[src/rtl/mul_nbitxn_wallace_pipe.sv]
// Three-stage DATA_W x DATA_W multiplier: operand register, Wallace carry-save reduction, final add.
// Optional pipeline flush input is enabled with `define MUL_WALLACE_FLUSH_EN.
module mul_nbitxn_wallace_pipe #(
    parameter int DATA_W = 32
) (
    input  logic                  i_clk,
    input  logic                  i_rst_n,
    input  logic                  i_valid,
    output logic                  o_ready,
    input  logic [DATA_W-1:0]     i_num_a,
    input  logic [DATA_W-1:0]     i_num_b,
    input  logic                  i_signed,
    output logic                  o_valid,
    input  logic                  i_ready,
    output logic [2*DATA_W-1:0]   o_res,
    output logic                  o_busy
`ifdef MUL_WALLACE_FLUSH_EN
    ,
    input  logic                  i_flush
`endif
);

    localparam int W  = 2 * DATA_W;
    // DATA_W operand-bit rows, the negated extension row and its +1 correction row
    localparam int NR = DATA_W + 2;

    function automatic logic [1:0] add_01bit_full(input logic x, input logic y, input logic z);
        return {(x & y) | (x & z) | (y & z), x ^ y ^ z};
    endfunction

    // one 3:2 layer across a whole row; returns {carry row already weighted by 2, sum row}
    function automatic logic [2*W-1:0] csa_row(input logic [W-1:0] x, input logic [W-1:0] y,
                                               input logic [W-1:0] z);
        logic [W-1:0] s;
        logic [W-1:0] c;
        logic [1:0]   fa;
        for (int k = 0; k < W; k++) begin
            fa   = add_01bit_full(x[k], y[k], z[k]);
            s[k] = fa[0];
            c[k] = fa[1];
        end
        return {c << 1, s};
    endfunction

    function automatic int rows_next(input int n);
        return (n > 2) ? ((n / 3) * 2 + (n % 3)) : n;
    endfunction

    function automatic int layers_needed(input int n);
        int c;
        int l;
        c = n;
        l = 0;
        for (int k = 0; k < 64; k++) begin
            if (c > 2) begin
                c = rows_next(c);
                l = l + 1;
            end
        end
        return l;
    endfunction

    localparam int NL = layers_needed(NR);

    logic                v1_r, v2_r, v3_r;
    logic [DATA_W-1:0]   a1_r, b1_r;
    logic                sgn1_r;
    logic [W-1:0]        sum2_r, carry2_r;
    logic [W-1:0]        res_r;
    logic                stall_s;
    logic                a_ext_s, b_ext_s;
    logic [W-1:0]        ax_s;
    logic [W-1:0]        pp_s  [0:NR-1];
    logic [W-1:0]        lay_s [0:NL][0:NR+1];

    assign stall_s = v3_r & ~i_ready;
`ifdef MUL_WALLACE_FLUSH_EN
    assign o_ready = ~stall_s & ~i_flush;
`else
    assign o_ready = ~stall_s;
`endif
    assign o_valid = v3_r;
    assign o_res   = res_r;
    assign o_busy  = v1_r | v2_r | v3_r;

    // partial-product rows; the extension bit of b carries negative weight so its row is negated
    always_comb begin
        a_ext_s = sgn1_r & a1_r[DATA_W-1];
        b_ext_s = sgn1_r & b1_r[DATA_W-1];
        ax_s    = {{DATA_W{a_ext_s}}, a1_r};
        for (int j = 0; j < DATA_W; j++) begin
            pp_s[j] = b1_r[j] ? (ax_s << j) : {W{1'b0}};
        end
        pp_s[DATA_W]   = b_ext_s ? ~(ax_s << DATA_W) : {W{1'b0}};
        pp_s[DATA_W+1] = {{(W-1){1'b0}}, b_ext_s};
    end

    // Wallace reduction: each layer compresses row triples, leftover rows pass straight down
    always_comb begin : wallace_reduce
        int n_rows;
        int n_grp;
        n_rows = NR;
        n_grp  = 0;
        for (int l = 0; l <= NL; l++) begin
            for (int r = 0; r < NR + 2; r++) begin
                lay_s[l][r] = {W{1'b0}};
            end
        end
        for (int r = 0; r < NR; r++) begin
            lay_s[0][r] = pp_s[r];
        end
        for (int l = 0; l < NL; l++) begin
            n_grp = n_rows / 3;
            for (int g = 0; g < NR / 3; g++) begin
                if (g < n_grp) begin
                    {lay_s[l+1][2*g+1], lay_s[l+1][2*g]} =
                        csa_row(lay_s[l][3*g], lay_s[l][3*g+1], lay_s[l][3*g+2]);
                end else begin
                    lay_s[l+1][2*g]   = {W{1'b0}};
                    lay_s[l+1][2*g+1] = {W{1'b0}};
                end
            end
            for (int p = 0; p < 2; p++) begin
                lay_s[l+1][2*n_grp+p] = (3*n_grp + p < n_rows) ? lay_s[l][3*n_grp+p] : {W{1'b0}};
            end
            n_rows = rows_next(n_rows);
        end
    end

    // stage valid bits: flush clears, otherwise all stages advance together unless stalled
    always_ff @(posedge i_clk or negedge i_rst_n) begin
        if (!i_rst_n) begin
            v1_r <= 1'b0;
            v2_r <= 1'b0;
            v3_r <= 1'b0;
        end
`ifdef MUL_WALLACE_FLUSH_EN
        else if (i_flush) begin
            v1_r <= 1'b0;
            v2_r <= 1'b0;
            v3_r <= 1'b0;
        end
`endif
        else if (!stall_s) begin
            v1_r <= i_valid;
            v2_r <= v1_r;
            v3_r <= v2_r;
        end
    end

    // stage data registers, frozen while the output is stalled
    always_ff @(posedge i_clk or negedge i_rst_n) begin
        if (!i_rst_n) begin
            a1_r     <= {DATA_W{1'b0}};
            b1_r     <= {DATA_W{1'b0}};
            sgn1_r   <= 1'b0;
            sum2_r   <= {W{1'b0}};
            carry2_r <= {W{1'b0}};
            res_r    <= {W{1'b0}};
        end else if (!stall_s) begin
            a1_r     <= i_num_a;
            b1_r     <= i_num_b;
            sgn1_r   <= i_signed;
            sum2_r   <= lay_s[NL][0];
            carry2_r <= lay_s[NL][1];
            res_r    <= sum2_r + carry2_r;
        end
    end

endmodule

[config.mk]
export PLATFORM = sky130hd
export DESIGN_NAME = mul_nbitxn_wallace_pipe
export DESIGN_NICKNAME = d
export VERILOG_FILES = /design/src/rtl/mul_nbitxn_wallace_pipe.sv
export SDC_FILE = /design/constraint.sdc
export NUM_CORES = 2
export LEC_CHECK = 0
export ABC_AREA = 1
export CAP_MARGIN = 20
export CORE_ASPECT_RATIO = 1.1
export CORE_UTILIZATION = 65
export DETAILED_ROUTE_END_ITERATION = 6
export HOLD_SLACK_MARGIN = 0.12
export PLACE_DENSITY = 0.81
export SETUP_SLACK_MARGIN = 0.1
export SLEW_MARGIN = 10
export SYNTH_ARGS = -nofsm -noshare
export SYNTH_HDL_FRONTEND = slang
export SYNTH_SLANG_ARGS = --single-unit
[constraint.sdc]
create_clock -name i_clk -period 12.6 [get_ports i_clk]
set_input_delay 2.52 -clock i_clk [delete_from_list [all_inputs] [get_ports i_clk]]
set_output_delay 2.52 -clock i_clk [all_outputs]
set_load 0.01 [all_outputs]
==> summary.txt <==
Status
  – Status: finished clean

Yosys
  – Post-synth EDFFs: 0
  – Async SR Flop Fraction: 100.0%
  – Post-synthesis sequential area ratio: 12.81%
  – Synth area leader: fa_1
  – Mapped cell area: 50400 sq um
  – Ys flop type: dfrtp_1
  – Warning count from the yosys run: 0
  – Top post-synthesis cells by count: nand2_1, inv_1, fa_1
  – Synth area leaders: fa_1, nand2_1, inv_1
  – Cells after synthesis: 6410
  – Avg Inst Size Synth: 7.863 sq um
  – Synth Register Bits: 258
  – Post-synthesis cell type count: 40
  – Net Count, Synth: 7795
  – Leading cell type by number of instances after synthesis: nand2_1
  – Synth top area share: 43.85%

Critical path
  – Crit-path cells: clkdlybuf4s50_1 -> nor2_4 -> buf_4 -> inv_8 -> clkdlybuf4s50_1
  – CP max-delay cell: buf_4
  – Setup CP Type: input port to primary output
  – Crit path DAT: 4.91 ns
  – CP startpoint kind: input port
  – CP most frequent cell: clkdlybuf4s50_1
  – Highest net fanout along the worst path: 123
  – CP peak stage delay: 0.64 ns
  – Crit path capture type: primary output
  – Required @ worst endpoint: 10.08 ns

STA
  – Least-Margin Pin Slew: 1.127 ns
  – Hold Fails Final Rpt: 0
  – Post-route clock period utilization: 58.99%
  – Setup Viol. Count Final: 0
  – Setup Total Neg Slack: 0 ns
  – Clk_skew: 0.04367 ns
  – Peak Freq: 134.5 MHz
  – Slack of the critical path: 5.167 ns
  – RSZ-0062 raised after global routing: false
  – Final Max Tran Viols: 0
  – Worst relative slew slack: 24.84%
  – Tmin final: 7.433 ns

Place
  – Port bufs: 135
  – RePlAce Congestion: 1.022
  – Post-place setup slack: 5.228 ns
  – Hpwl dp: 111300 microns

Route
  – Initial DRC count: 3736
  – DR WL/cell: 19.10 microns
  – Vias/cell: 5.438
  – Remaining antenna violation count: 0
  – Via Count: 40.15k
  – Wirelength, routed: 141000 microns
  – DRC: 0
  – 1st-pass router iterations: 6

Clocking
  – Post-CTS Resized: 0
  – CTS tree: built
  – Clock transition at the registers of the reported paths: 0.06 ns
  – Longest Clk Path Bufs: 3
  – Root Buffer: clkbuf_16
  – Worst skew pair latency: 0.59 ns
  – Cts bufs inserted: 34
  – H-tree Lvls: 2
  – Post-CTS Hold Buffers: 0
  – Clock Sinks: 258
  – Setup Buffers After CTS: 0

Floorplanning
  – Starting Density: 65.98%
  – # IOs: 136
  – Die area: 78660 sq um
  – Core region area: 76390 sq um
  – Die X: 267.5 microns
  – Chip height: 294.1 microns
  – Cell Rows: 106

Worst hold path
  – Hold Crit Class: flop to flop

Global routing
  – Largest net degree at the start of global routing: 124
  – Initial antenna violation count: 3
  – Gr ovfl total: 0
  – Number of global-route vias before repair: 42.75k
  – Global-route wire length before repair: 227600 microns
  – Total GRT Usage: 37.94%

Final layout
  – Layout cell share with drive strength beyond 1: 2.942%
  – Fill count: 6057
  – FF/Latch Area: 6462 sq um
  – # nets final: 7716
  – Multi-input gate area: 35810 sq um
  – Area Growth Syn to Fin: 6.191%

Run
  – Max Cap Viol: 0
cell usage in the layout (no fill, tap or decap), types with 2 or more instances in the layout:
| cell | instances |
|---|---|
| xor2_1 | 16 |
| clkbuf_8 | 3 |
| clkinv_2 | 6 |
| nor2_2 | 13 |
| a21boi_0 | 2 |
| clkbuf_1 | 2 |
| clkbuf_16 | 35 |
| nand3_2 | 7 |
| or2_2 | 3 |
| buf_4 | 69 |
| nand4_1 | 25 |
| o21bai_1 | 9 |
| fa_1 | 1104 |
| nand2_1 | 2027 |
| nand2_2 | 17 |
| inv_1 | 1840 |
| or2_1 | 2 |
| o21ai_1 | 11 |
| nor2_1 | 180 |
| dfrtp_2 | 5 |
| nor4_1 | 2 |
| clkdlybuf4s50_1 | 134 |
| a21o_1 | 6 |
| o21ai_2 | 3 |
| a21oi_1 | 94 |
| inv_6 | 3 |
| nor3_1 | 8 |
| nand3b_1 | 11 |
| dfrtp_1 | 253 |
| xnor2_1 | 29 |
| bufinv_16 | 3 |
| inv_8 | 2 |
| clkinv_4 | 2 |
| o21ai_0 | 105 |
| o31ai_1 | 5 |
| clkinvlp_4 | 4 |
| nand3_1 | 90 |
| ha_1 | 212 |
| a21oi_2 | 2 |
cell families (layout without fill, tap and decap cells):
family,after synthesis,after routing,share of synthesized area [%]
flops,258,258,12.81
fa+ha+maj,1316,1316,49.11
xor+xnor,45,45,0.7819
simple gates,2389,2389,18.57
compound gates,241,241,2.572
buf+inv,2161,2107,16.16
other cells,0,1,0
metal layers:
layer | routed length [microns] | vias up | track usage (%)
met1 | 53920 | 19910 | 50.63
met2 | 64700 | 2190 | 59.82
met4 | 5907 | 6 | 14.68
met5 | 37 | - | 0
met3 | 16440 | 401 | 9.799
li1 | - | 17650 | -
final timing paths:
kind	to	slack, ns	cells past startpoint	start
worst max-delay path	o_ready	5.17	5	i_ready
worst min-delay path	a1_r[14]	0.48	2	a1_r[14]
worst max register to register	sum2_r[63]	5.37	30	a1_r[31]
worst min register to register	a1_r[14]	0.48	2	a1_r[14]
max in group asynchronous	a1_r[25]	8.42	3	i_rst_n
min in group asynchronous	sum2_r[1]	1.94	1	i_rst_n
flip-flops by register name, indices dropped and copies added, names as in the netlist:
signal / flops
a1_r: 32
b1_r: 32
carry2_r: 62
o_res: 64
o_valid: 1
sgn1_r: 1
sum2_r: 64
v1_r: 1
v2_r: 1
through the flow:
step                      util [%]  hold WS (ns)  cell area, sq um  std cells
after floorplan                  -        0.4422             50400       6410
after global placement       68.54        0.4623             52360       7321
after detailed placement     68.54        0.4658             52360       7321
after CTS                    70.06        0.4815             53520       7382
after global routing         70.06        0.4931             53520       7382
final                        70.07        0.4765             53530       7383
critical path, delay by kind of cell:
kind	cells	cell delay, ns
AND/OR/NAND/NOR	1	0.12
buffers and inverters	4	2.13
area by class of cell:
cell class | count | area share (%)
flip-flops and latches | 258 | 12.07
clock inverters | 21 | 0.4512
inverters | 1842 | 12.93
clock buffers | 40 | 1.727
repair buffers | 204 | 3.502
diodes | 1 | 0.004675
multi-input cells | 3991 | 66.91
well taps | 1026 | 2.398
Power is not shown: default switching activity piles up to over one toggle a cycle in this logic, so the estimate is an artifact.
